==> src/rtl/mem_port_arbiter_if.sv <==
// ============================================================================
// Module      : mem_port_arbiter_if
// Description : Bundle of the fetch, data and memory-side signals of the
//               shared memory port arbiter.
// Revision    : 1.0 - initial release
// ============================================================================
`default_nettype none

interface mem_port_arbiter_if #(
    parameter int AW = 16,
    parameter int DW = 32
);
    logic          if_req;
    logic [AW-1:0] if_addr;
    logic [DW-1:0] if_rdata;
    logic          if_ack;

    logic          dm_req;
    logic          dm_we;
    logic [AW-1:0] dm_addr;
    logic [DW-1:0] dm_wdata;
    logic [DW-1:0] dm_rdata;
    logic          dm_ack;

    logic          mem_req;
    logic          mem_we;
    logic [AW-1:0] mem_addr;
    logic [DW-1:0] mem_wdata;
    logic [DW-1:0] mem_rdata;
    logic          mem_ack;

    logic          stall_if;
    logic          stall_mem;
    logic          err;

    // Arbiter side
    modport master (
        input  if_req, if_addr,
        output if_rdata, if_ack,
        input  dm_req, dm_we, dm_addr, dm_wdata,
        output dm_rdata, dm_ack,
        output mem_req, mem_we, mem_addr, mem_wdata,
        input  mem_rdata, mem_ack,
        output stall_if, stall_mem, err
    );

    // Requesters and memory side
    modport slave (
        output if_req, if_addr,
        input  if_rdata, if_ack,
        output dm_req, dm_we, dm_addr, dm_wdata,
        input  dm_rdata, dm_ack,
        input  mem_req, mem_we, mem_addr, mem_wdata,
        output mem_rdata, mem_ack,
        input  stall_if, stall_mem, err
    );
endinterface

`default_nettype wire

==> src/rtl/mem_port_arbiter.sv <==
// ============================================================================
// Module      : mem_port_arbiter
// Description : Shares one single-ported memory between instruction fetch and
//               the ld/st stage; data has priority with a fetch starvation
//               guard. Optional BUSY watchdog enabled by macro ARB_TIMEOUT_EN.
// Revision    : 1.0 - initial release
// ============================================================================
`default_nettype none

module mem_port_arbiter #(
    parameter int AW         = 16,
    parameter int DW         = 32,
    parameter int MAX_STREAK = 3,
    parameter int TIMEOUT    = 64
) (
    input  wire logic           clk,
    input  wire logic           rst_n,
    mem_port_arbiter_if.master  bus
);

    localparam int SW = $clog2(MAX_STREAK + 1);

    typedef enum logic [2:0] {
        S_IDLE    = 3'd0,
        S_BUSY_IF = 3'd1,
        S_BUSY_DM = 3'd2,
        S_RESP_IF = 3'd3,
        S_RESP_DM = 3'd4
    } state_t;

    if (MAX_STREAK < 1) begin : g_bad_streak
        $error("MAX_STREAK must be at least 1");
    end
    if (TIMEOUT < 1) begin : g_bad_timeout
        $error("TIMEOUT must be at least 1");
    end

    state_t        state_q,     state_d;
    logic [SW-1:0] streak_q,    streak_d;
    logic          mem_req_q,   mem_req_d;
    logic          mem_we_q,    mem_we_d;
    logic [AW-1:0] mem_addr_q,  mem_addr_d;
    logic [DW-1:0] mem_wdata_q, mem_wdata_d;
    logic [DW-1:0] if_rdata_q,  if_rdata_d;
    logic [DW-1:0] dm_rdata_q,  dm_rdata_d;

    logic w_streak_max;
    logic w_grant_dm;
    logic w_grant_if;
    logic w_if_ack;
    logic w_dm_ack;

    assign w_streak_max = (streak_q == SW'(MAX_STREAK));
    assign w_grant_dm   = bus.dm_req & ~(bus.if_req & w_streak_max);
    assign w_grant_if   = bus.if_req & (~bus.dm_req | w_streak_max);

`ifdef ARB_TIMEOUT_EN
    localparam int WW = $clog2(TIMEOUT + 1);
    logic [WW-1:0] wait_q, wait_d;
    logic          err_q,  err_d;
`endif

    always_comb begin
        state_d     = state_q;
        streak_d    = streak_q;
        mem_req_d   = mem_req_q;
        mem_we_d    = mem_we_q;
        mem_addr_d  = mem_addr_q;
        mem_wdata_d = mem_wdata_q;
        if_rdata_d  = if_rdata_q;
        dm_rdata_d  = dm_rdata_q;
`ifdef ARB_TIMEOUT_EN
        wait_d      = wait_q;
        err_d       = 1'b0;
`endif
        case (state_q)
            S_IDLE: begin
                if (w_grant_dm) begin
                    state_d     = S_BUSY_DM;
                    mem_req_d   = 1'b1;
                    mem_we_d    = bus.dm_we;
                    mem_addr_d  = bus.dm_addr;
                    mem_wdata_d = bus.dm_wdata;
                    // Streak only grows while fetch is actually waiting
                    if (!bus.if_req)
                        streak_d = '0;
                    else if (!w_streak_max)
                        streak_d = streak_q + 1'b1;
`ifdef ARB_TIMEOUT_EN
                    wait_d      = '0;
`endif
                end else if (w_grant_if) begin
                    state_d     = S_BUSY_IF;
                    mem_req_d   = 1'b1;
                    mem_we_d    = 1'b0;
                    mem_addr_d  = bus.if_addr;
                    mem_wdata_d = '0;
                    streak_d    = '0;
`ifdef ARB_TIMEOUT_EN
                    wait_d      = '0;
`endif
                end
            end
            S_BUSY_IF, S_BUSY_DM: begin
                if (bus.mem_ack) begin
                    mem_req_d = 1'b0;
                    mem_we_d  = 1'b0;
                    if (state_q == S_BUSY_IF) begin
                        state_d    = S_RESP_IF;
                        if_rdata_d = bus.mem_rdata;
                    end else begin
                        state_d = S_RESP_DM;
                        if (!mem_we_q)
                            dm_rdata_d = bus.mem_rdata;
                    end
                end
`ifdef ARB_TIMEOUT_EN
                else if (wait_q == WW'(TIMEOUT - 1)) begin
                    mem_req_d = 1'b0;
                    mem_we_d  = 1'b0;
                    err_d     = 1'b1;
                    if (state_q == S_BUSY_IF) begin
                        state_d    = S_RESP_IF;
                        if_rdata_d = '0;
                    end else begin
                        state_d    = S_RESP_DM;
                        dm_rdata_d = '0;
                    end
                end else begin
                    wait_d = wait_q + 1'b1;
                end
`endif
            end
            S_RESP_IF, S_RESP_DM: begin
                state_d = S_IDLE;
            end
            default: begin
                state_d = S_IDLE;
            end
        endcase
    end

    always_ff @(posedge clk or negedge rst_n) begin
        if (!rst_n) begin
            state_q     <= S_IDLE;
            streak_q    <= '0;
            mem_req_q   <= 1'b0;
            mem_we_q    <= 1'b0;
            mem_addr_q  <= '0;
            mem_wdata_q <= '0;
            if_rdata_q  <= '0;
            dm_rdata_q  <= '0;
        end else begin
            state_q     <= state_d;
            streak_q    <= streak_d;
            mem_req_q   <= mem_req_d;
            mem_we_q    <= mem_we_d;
            mem_addr_q  <= mem_addr_d;
            mem_wdata_q <= mem_wdata_d;
            if_rdata_q  <= if_rdata_d;
            dm_rdata_q  <= dm_rdata_d;
        end
    end

`ifdef ARB_TIMEOUT_EN
    always_ff @(posedge clk or negedge rst_n) begin
        if (!rst_n) begin
            wait_q <= '0;
            err_q  <= 1'b0;
        end else begin
            wait_q <= wait_d;
            err_q  <= err_d;
        end
    end
    assign bus.err = err_q;
`else
    assign bus.err = 1'b0;
`endif

    assign w_if_ack      = (state_q == S_RESP_IF);
    assign w_dm_ack      = (state_q == S_RESP_DM);
    assign bus.if_ack    = w_if_ack;
    assign bus.dm_ack    = w_dm_ack;
    assign bus.if_rdata  = if_rdata_q;
    assign bus.dm_rdata  = dm_rdata_q;
    assign bus.mem_req   = mem_req_q;
    assign bus.mem_we    = mem_we_q;
    assign bus.mem_addr  = mem_addr_q;
    assign bus.mem_wdata = mem_wdata_q;
    assign bus.stall_if  = bus.if_req & ~w_if_ack;
    assign bus.stall_mem = bus.dm_req & ~w_dm_ack;

endmodule

`default_nettype wire

==> src/flat_wrapper.sv <==
// flat-port wrapper written by rule: the top's interface ports become plain ports
module mem_port_arbiter_flat 
#(
    parameter int AW         = 16,
    parameter int DW         = 32,
    parameter int MAX_STREAK = 3,
    parameter int TIMEOUT    = 64
)
  (clk, rst_n, bus_if_req, bus_if_addr, bus_if_rdata, bus_if_ack, bus_dm_req, bus_dm_we, bus_dm_addr, bus_dm_wdata, bus_dm_rdata, bus_dm_ack, bus_mem_req, bus_mem_we, bus_mem_addr, bus_mem_wdata, bus_mem_rdata, bus_mem_ack, bus_stall_if, bus_stall_mem, bus_err);
  mem_port_arbiter_if #(.AW(AW), .DW(DW)) bus_i ();
  input  wire logic clk;
  input  wire logic rst_n;
  input wire logic [$bits(bus_i.if_req)-1:0] bus_if_req;
  input wire logic [$bits(bus_i.if_addr)-1:0] bus_if_addr;
  output wire logic [$bits(bus_i.if_rdata)-1:0] bus_if_rdata;
  output wire logic [$bits(bus_i.if_ack)-1:0] bus_if_ack;
  input wire logic [$bits(bus_i.dm_req)-1:0] bus_dm_req;
  input wire logic [$bits(bus_i.dm_we)-1:0] bus_dm_we;
  input wire logic [$bits(bus_i.dm_addr)-1:0] bus_dm_addr;
  input wire logic [$bits(bus_i.dm_wdata)-1:0] bus_dm_wdata;
  output wire logic [$bits(bus_i.dm_rdata)-1:0] bus_dm_rdata;
  output wire logic [$bits(bus_i.dm_ack)-1:0] bus_dm_ack;
  output wire logic [$bits(bus_i.mem_req)-1:0] bus_mem_req;
  output wire logic [$bits(bus_i.mem_we)-1:0] bus_mem_we;
  output wire logic [$bits(bus_i.mem_addr)-1:0] bus_mem_addr;
  output wire logic [$bits(bus_i.mem_wdata)-1:0] bus_mem_wdata;
  input wire logic [$bits(bus_i.mem_rdata)-1:0] bus_mem_rdata;
  input wire logic [$bits(bus_i.mem_ack)-1:0] bus_mem_ack;
  output wire logic [$bits(bus_i.stall_if)-1:0] bus_stall_if;
  output wire logic [$bits(bus_i.stall_mem)-1:0] bus_stall_mem;
  output wire logic [$bits(bus_i.err)-1:0] bus_err;
  assign bus_i.if_req = bus_if_req;
  assign bus_i.if_addr = bus_if_addr;
  assign bus_if_rdata = bus_i.if_rdata;
  assign bus_if_ack = bus_i.if_ack;
  assign bus_i.dm_req = bus_dm_req;
  assign bus_i.dm_we = bus_dm_we;
  assign bus_i.dm_addr = bus_dm_addr;
  assign bus_i.dm_wdata = bus_dm_wdata;
  assign bus_dm_rdata = bus_i.dm_rdata;
  assign bus_dm_ack = bus_i.dm_ack;
  assign bus_mem_req = bus_i.mem_req;
  assign bus_mem_we = bus_i.mem_we;
  assign bus_mem_addr = bus_i.mem_addr;
  assign bus_mem_wdata = bus_i.mem_wdata;
  assign bus_i.mem_rdata = bus_mem_rdata;
  assign bus_i.mem_ack = bus_mem_ack;
  assign bus_stall_if = bus_i.stall_if;
  assign bus_stall_mem = bus_i.stall_mem;
  assign bus_err = bus_i.err;
  mem_port_arbiter #(.AW(AW), .DW(DW), .MAX_STREAK(MAX_STREAK), .TIMEOUT(TIMEOUT)) u_core (.clk(clk), .rst_n(rst_n), .bus(bus_i));
endmodule
==> config.mk <==
export PLATFORM = sky130hd
export DESIGN_NAME = mem_port_arbiter_flat
export DESIGN_NICKNAME = d
export VERILOG_FILES = /design/src/rtl/mem_port_arbiter_if.sv /design/src/rtl/mem_port_arbiter.sv /design/src/flat_wrapper.sv
export SDC_FILE = /design/constraint.sdc
export NUM_CORES = 1
export LEC_CHECK = 0
export ABC_AREA = 1
export CAP_MARGIN = 0
export CORE_UTILIZATION = 46
export DETAILED_ROUTE_END_ITERATION = 10
export PLACE_DENSITY_LB_ADDON = 0.15
export SYNTH_ARGS = -nofsm -noshare
export SYNTH_HDL_FRONTEND = slang
export SYNTH_SLANG_ARGS = --single-unit
==> constraint.sdc <==
create_clock -name clk -period 3.9 [get_ports clk]
set_input_delay 0.585 -clock clk [delete_from_list [all_inputs] [get_ports clk]]
set_output_delay 0.585 -clock clk [all_outputs]
set_load 0.005 [all_outputs]
# == Word-level counts from Yosys, hierarchy flattened ==
# Index checks and enable logic that the tools add are counted.
# totals
latch_bits,0
in_bits,102
reg_bits,119
romBits,0
elab_cells,59
ram_bits,0
memories,0
# op_classes
addsub,1
mul,0
eq_ne,8
bitwise,12
magnitude_cmp,0
muxes,20
div_mod_pow,0
n_shift,0
n_reduce_logical,10
# op_table
cell,count
2-to-1 mux 32 bit,2
2-to-1 mux 16 bit,2
2-to-1 mux 3 bit,4
AND reduction 3 bit,3
2-to-1 mux 2 bit,4
"== test 3 x 2 -> 1 bit, second input constant",2
inverter 1 bit,6
case mux 3 bit (2 select lines),1
AND 1 bit,5
2-to-1 mux 1 bit,5
case mux 1 bit (2 select lines),2
AND reduction 2 bit,2
AND reduction 4 bit,1
nonzero test 2 bit,2
"== test 3 x 1 -> 1 bit, second input constant",1
"== test 3 bit, second input constant",1
zero test 3 bit,1
"inequality test 3 x 1 -> 1 bit, second input constant",1
"inequality test 3 bit, second input constant",1
"adder 2 x 1 -> 2 bit, second input constant",1
"== test 2 bit, second input constant",1
"inequality test 2 bit, second input constant",1
OR reduction 2 bit,1
bitwise OR 1 bit,1

# == Depth between registers and ports, before layout ==
# depth
depth_word,6
mapped_depth,9

# == Least setup slack after synthesis ==
# Ideal clock, no wire load.
# synth_timing
path_kind,flip-flop to output port
start,reg u_core.state_q[0]
end,out bus_stall_mem
setup_slack_ns,2.485
required_ns,3.315
stages_incl_launch_ff,4
n_path_buf,1
t_arrival_ns,0.830
cell_sequence,dfrtp_1 buf_6 nor3_1 nor2_1
# synth_via
elab_chain_len,3
# synth_rtl
element,line_no,source
start: declaration,mem_port_arbiter.sv:38,"state_t state_q, state_d;"
start signal: assignment,mem_port_arbiter.sv:154,state_q <= state_d;
== test 3 bit,mem_port_arbiter.sv:181,assign w_dm_ack = (state_q == S_RESP_DM);
named net bus_dm_ack,flat_wrapper.sv:22,output wire logic [$bits(bus_i.dm_ack)-1:0] bus_dm_ack;
inverter 1 bit,mem_port_arbiter.sv:191,assign bus.stall_mem = bus.dm_req & ~w_dm_ack;
AND 1 bit,mem_port_arbiter.sv:191,
end: declaration,flat_wrapper.sv:30,output wire logic [$bits(bus_i.stall_mem)-1:0] bus_stall_mem;
# The timed path passes the listed nets, and every way through them passes these cells.

# == Final worst setup path ==
# layout_timing
start,reg u_core.state_q[0]
end,out bus_if_ack
# layout_via
elab_chain_len,1
# layout_rtl
element,line_no,source
== test 3 x 2 -> 1 bit,mem_port_arbiter.sv:180,assign w_if_ack = (state_q == S_RESP_IF);
end: declaration,flat_wrapper.sv:16,output wire logic [$bits(bus_i.if_ack)-1:0] bus_if_ack;
# No other way between the ends.

==> results_tabular.tex <==
\begin{tabular}{lr}
\hline
Metric & Value \\
\hline
\multicolumn{2}{l}{\textbf{Timing}} \\
\quad Relative slew slack & roughly a third \\
\quad Count of endpoints failing hold in the final timing report & 0 \\
\quad Layout Skew & between 0.006 and 0.007 ns \\
\quad Endpoints failing setup & 0 \\
\quad Fin. max-slew vios & 0 \\
\quad Maximum clock rate & roughly 380 MHz \\
\quad Slack of the critical path & between 1 and 1.5 ns \\
\quad Portion of the clock cycle consumed by the worst path in the final layout & about two thirds \\
\quad Min Tclk post-route & about 2.7 ns \\
\quad Setup repair after global routing missed its margin & false \\
\quad Setup TNS & 0 ns \\
\quad Transition at the pin with the smallest max-transition slack & 1.02 ns \\
\multicolumn{2}{l}{\textbf{Final layout}} \\
\quad Number of standard cells in the layout, taps in and fillers out & around 880 \\
\quad Diodes inserted & 0 \\
\quad Nets@finish & approximately 840 \\
\quad \# fillers & slightly below 800 \\
\quad Post-route core utilization & around 74\% \\
\quad Fraction of final layout cells with drive strength greater than 1 & between 10\% and 20\% \\
\quad Layout Area Growth over Synthesis & 52.5\% \\
\multicolumn{2}{l}{\textbf{Synthesis}} \\
\quad Mean cell area of the mapped netlist & just under 10 um\^{}2 \\
\quad \#FFs+latches synth & roughly 120 \\
\quad Yosys warnings & 0 \\
\quad Synth Cell Area & between 5000 and 6000 um\^{}2 \\
\quad Cells after Synth & roughly 530 \\
\quad Net count of the mapped netlist & about 630 \\
\quad Number of library cell types mapped by synthesis & 27 \\
\quad Sequential-to-total area share from yosys stat & slightly below 60\% \\
\multicolumn{2}{l}{\textbf{Clock network}} \\
\quad Clock tree from TritonCTS & done \\
\quad Gates resized, CTS repair & 0 \\
\quad Htree depth & 4 \\
\quad Root buffer selected by CTS & sky130\_fd\_sc\_hd\_\_clkbuf\_8 \\
\quad Number of buffers inserted to repair setup after CTS & 0 \\
\quad Buffer levels on the longest clock path & 2 \\
\quad CTS clock-pin slew for the worst setup and hold paths & about 0.06 ns \\
\quad Insertion delay to the later sink of the worst-skew pair & approximately 0.52 ns \\
\quad Number of buffers inserted during clock tree synthesis & 17 \\
\quad Sink count of the clock tree & 119 \\
\quad Hold Buf Count CTS & 0 \\
\multicolumn{2}{l}{\textbf{Critical path}} \\
\quad Worst Path Arrival & 2.07 ns \\
\quad Endpoint class of the critical path & primary output \\
\quad Highest fanout seen on the critical path & 7 \\
\quad Data required time at the worst endpoint & 3.31 ns \\
\quad Worst Setup Start Kind & register \\
\quad WS Path Type & reg2out \\
\multicolumn{2}{l}{\textbf{Power and ir drop}} \\
\quad Worst voltage drop across the vdd grid & between 0.3 and 0.4 mV \\
\quad Reported leakage power & $\sim$3.6 nW \\
\quad Total power & roughly 6.0 mW \\
\quad Cell area power density & slightly below 800 nW/um\^{}2 \\
\multicolumn{2}{l}{\textbf{Worst hold path}} \\
\quad Class of the worst hold path & in2async \\
\multicolumn{2}{l}{\textbf{GRT}} \\
\quad Via count of the first global-routing pass & about 4.4k \\
\quad Total grt overflow & 0 \\
\quad Overall fraction of global-route tracks in use & between 20\% and 30\% \\
\quad Maximum number of pins on one net before global-route repair & 65 \\
\quad Antenna violations before repair & 0 \\
\quad First-pass GRT wire length & between 20000 and 25000 um \\
\multicolumn{2}{l}{\textbf{Route}} \\
\quad Post-DRT Antenna Nets & 0 \\
\quad Total wirelength of the detailed-routed design & between 10000 and 15000 um \\
\quad Ratio of routed vias to standard cells & roughly 5 \\
\quad 1st-pass router iterations & 5 \\
\quad Total number of vias & approximately 4.4k \\
\quad Wire per inst & about 15 um \\
\quad Drt initial violations & roughly 220 \\
\quad Number of DRC violations after detailed routing & 0 \\
\multicolumn{2}{l}{\textbf{Die}} \\
\quad Initial Utilization & 48.2\% \\
\quad Die area & between 10000 and 15000 um\^{}2 \\
\quad Die width & between 100 and 150 um \\
\quad FP Rows & 37 \\
\quad Floorplan Core Area & between 10000 and 15000 um\^{}2 \\
\quad Boundary Pins & 221 \\
\quad Die boundary height & 107 um \\
\multicolumn{2}{l}{\textbf{Placement}} \\
\quad Post-detailed-placement half-perimeter wirelength & between 8000 and 9000 um \\
\quad Number of cells after detailed placement & 853 \\
\quad Port buffer count & 219 \\
\quad GPL Wtd Cong & between 0.7 and 0.8 \\
\quad DP Worst Slack & roughly 1.3 ns \\
\multicolumn{2}{l}{\textbf{Outcome}} \\
\quad Result of the run & complete, no violations \\
\multicolumn{2}{l}{\textbf{Job}} \\
\quad Number of max-cap violations & 0 \\
\hline
\end{tabular}
cells in the final DEF, fill, tap and decap left out, drive strengths merged:
cell           instances
clkinv                 7
dfrtp                119
inv                   44
nor2                  23
o22ai                  1
bufinv                 1
clkinvlp               2
buf                    4
nor3                   2
a21oi                  1
clkdlybuf4s50        218
conb                   1
nand3                 40
nand2                162
clkbuf                21
ha                     1
o21ai                 98
nand4                  3
routing by layer:
metal | vias up | share of wire, % | track usage (%)
met5 | - | 0 | 0
met4 | 0 | 2.0 | 10.2
met3 | 22 | 9.4 | 9.06
met2 | 169 | 49 | 39.4
met1 | 2087 | 39 | 27.8
li1 | 2099 | - | -
critical path, cell delays in order, from the launching register on:
cell	delay (ns)
sky130_fd_sc_hd__dfrtp_1	0.49
sky130_fd_sc_hd__inv_2	0.08
sky130_fd_sc_hd__nor3_1	0.40
sky130_fd_sc_hd__clkdlybuf4s50_1	0.59
synth_stat cells:
cell type	number	share of area (%)
sky130_fd_sc_hd__clkbuf_1	1	0.074
sky130_fd_sc_hd__nor2_1	20	1.5
sky130_fd_sc_hd__nand4_1	2	0.25
sky130_fd_sc_hd__nand3_2	1	0.20
sky130_fd_sc_hd__o21ai_1	21	2.1
sky130_fd_sc_hd__nor2_4	2	0.44
sky130_fd_sc_hd__nand2_2	30	3.7
sky130_fd_sc_hd__clkbuf_8	2	0.54
sky130_fd_sc_hd__buf_2	9	0.89
sky130_fd_sc_hd__a21oi_1	1	0.099
sky130_fd_sc_hd__nor3_1	2	0.20
sky130_fd_sc_hd__conb_1	1	0.074
sky130_fd_sc_hd__o21ai_0	45	4.4
sky130_fd_sc_hd__clkbuf_2	3	0.30
sky130_fd_sc_hd__ha_1	1	0.25
sky130_fd_sc_hd__o21ai_2	32	5.5
sky130_fd_sc_hd__nand2_4	1	0.22
sky130_fd_sc_hd__dfrtp_1	119	59
sky130_fd_sc_hd__o22ai_1	1	0.12
sky130_fd_sc_hd__nand4_2	1	0.25
sky130_fd_sc_hd__nand2_1	131	9.7
sky130_fd_sc_hd__nor2_2	1	0.12
sky130_fd_sc_hd__inv_1	38	2.8
sky130_fd_sc_hd__buf_4	2	0.30
sky130_fd_sc_hd__inv_2	6	0.44
sky130_fd_sc_hd__buf_6	13	2.9
sky130_fd_sc_hd__nand3_1	39	3.9
worst paths after layout:
kind,from,end,slack (ns),depth (start not counted)
setup / recovery,u_core.state_q[0],bus_if_ack,1.24,3
hold / removal,rst_n,u_core.bus.mem_wdata[12],0.09,1
setup reg to reg,u_core.streak_q[0],u_core.bus.mem_addr[15],1.89,6
hold reg to reg,u_core.bus.mem_wdata[7],u_core.bus.mem_wdata[7],0.47,2
max in group asynchronous,rst_n,u_core.bus.mem_wdata[1],2.82,2
min in group clk,u_core.bus.mem_wdata[7],u_core.bus.mem_wdata[7],0.47,2
registers in the layout (all words and copies together), names as in the netlist:
signal and flops:
u_core.state_q 3, u_core.bus.mem_wdata 32, u_core.bus.if_rdata 32, u_core.bus.dm_rdata 32
u_core.bus.mem_addr 16, u_core.bus.mem_req 1, u_core.streak_q 2, u_core.bus.mem_we 1
cell type report:
cell class                 count  area [um^2]  area share (%)
sequential                   119         2980            38.5
timing repair buffer         222         2210            28.6
multi-input combinational    332         1670            21.6
clock buffer                  21          449            5.81
tap                          136          170            2.20
inverter                      44          165            2.14
clock inverter                10         80.1            1.04
metrics by stage:
step	hold WS (ns)	area, um^2
finish	0.0933	7730
detailed placement	0.459	7200
floorplan	0.289	5070
CTS	0.118	7730
global route	0.145	7730
global placement	0.453	7200
kinds of logic after synthesis:
| kind of cell | after synthesis | share of synthesized area (%) |
|---|---|---|
| simple gates | 230 | 20.4 |
| flops | 119 | 58.8 |
| compound gates | 100 | 12.3 |
| buf+inv | 74 | 8.24 |
| fa+ha+maj | 1 | 0.247 |
| other cells | 1 | 0.0740 |
power breakdown:
part | switching (mW) | leakage (nW) | internal [mW]
clock network | 0.525 | 0.263 | 0.864
logic | 1.09 | 1.86 | 1.37
registers | 0.345 | 1.50 | 1.80
Note: power is estimated with default switching activity, not from simulation.
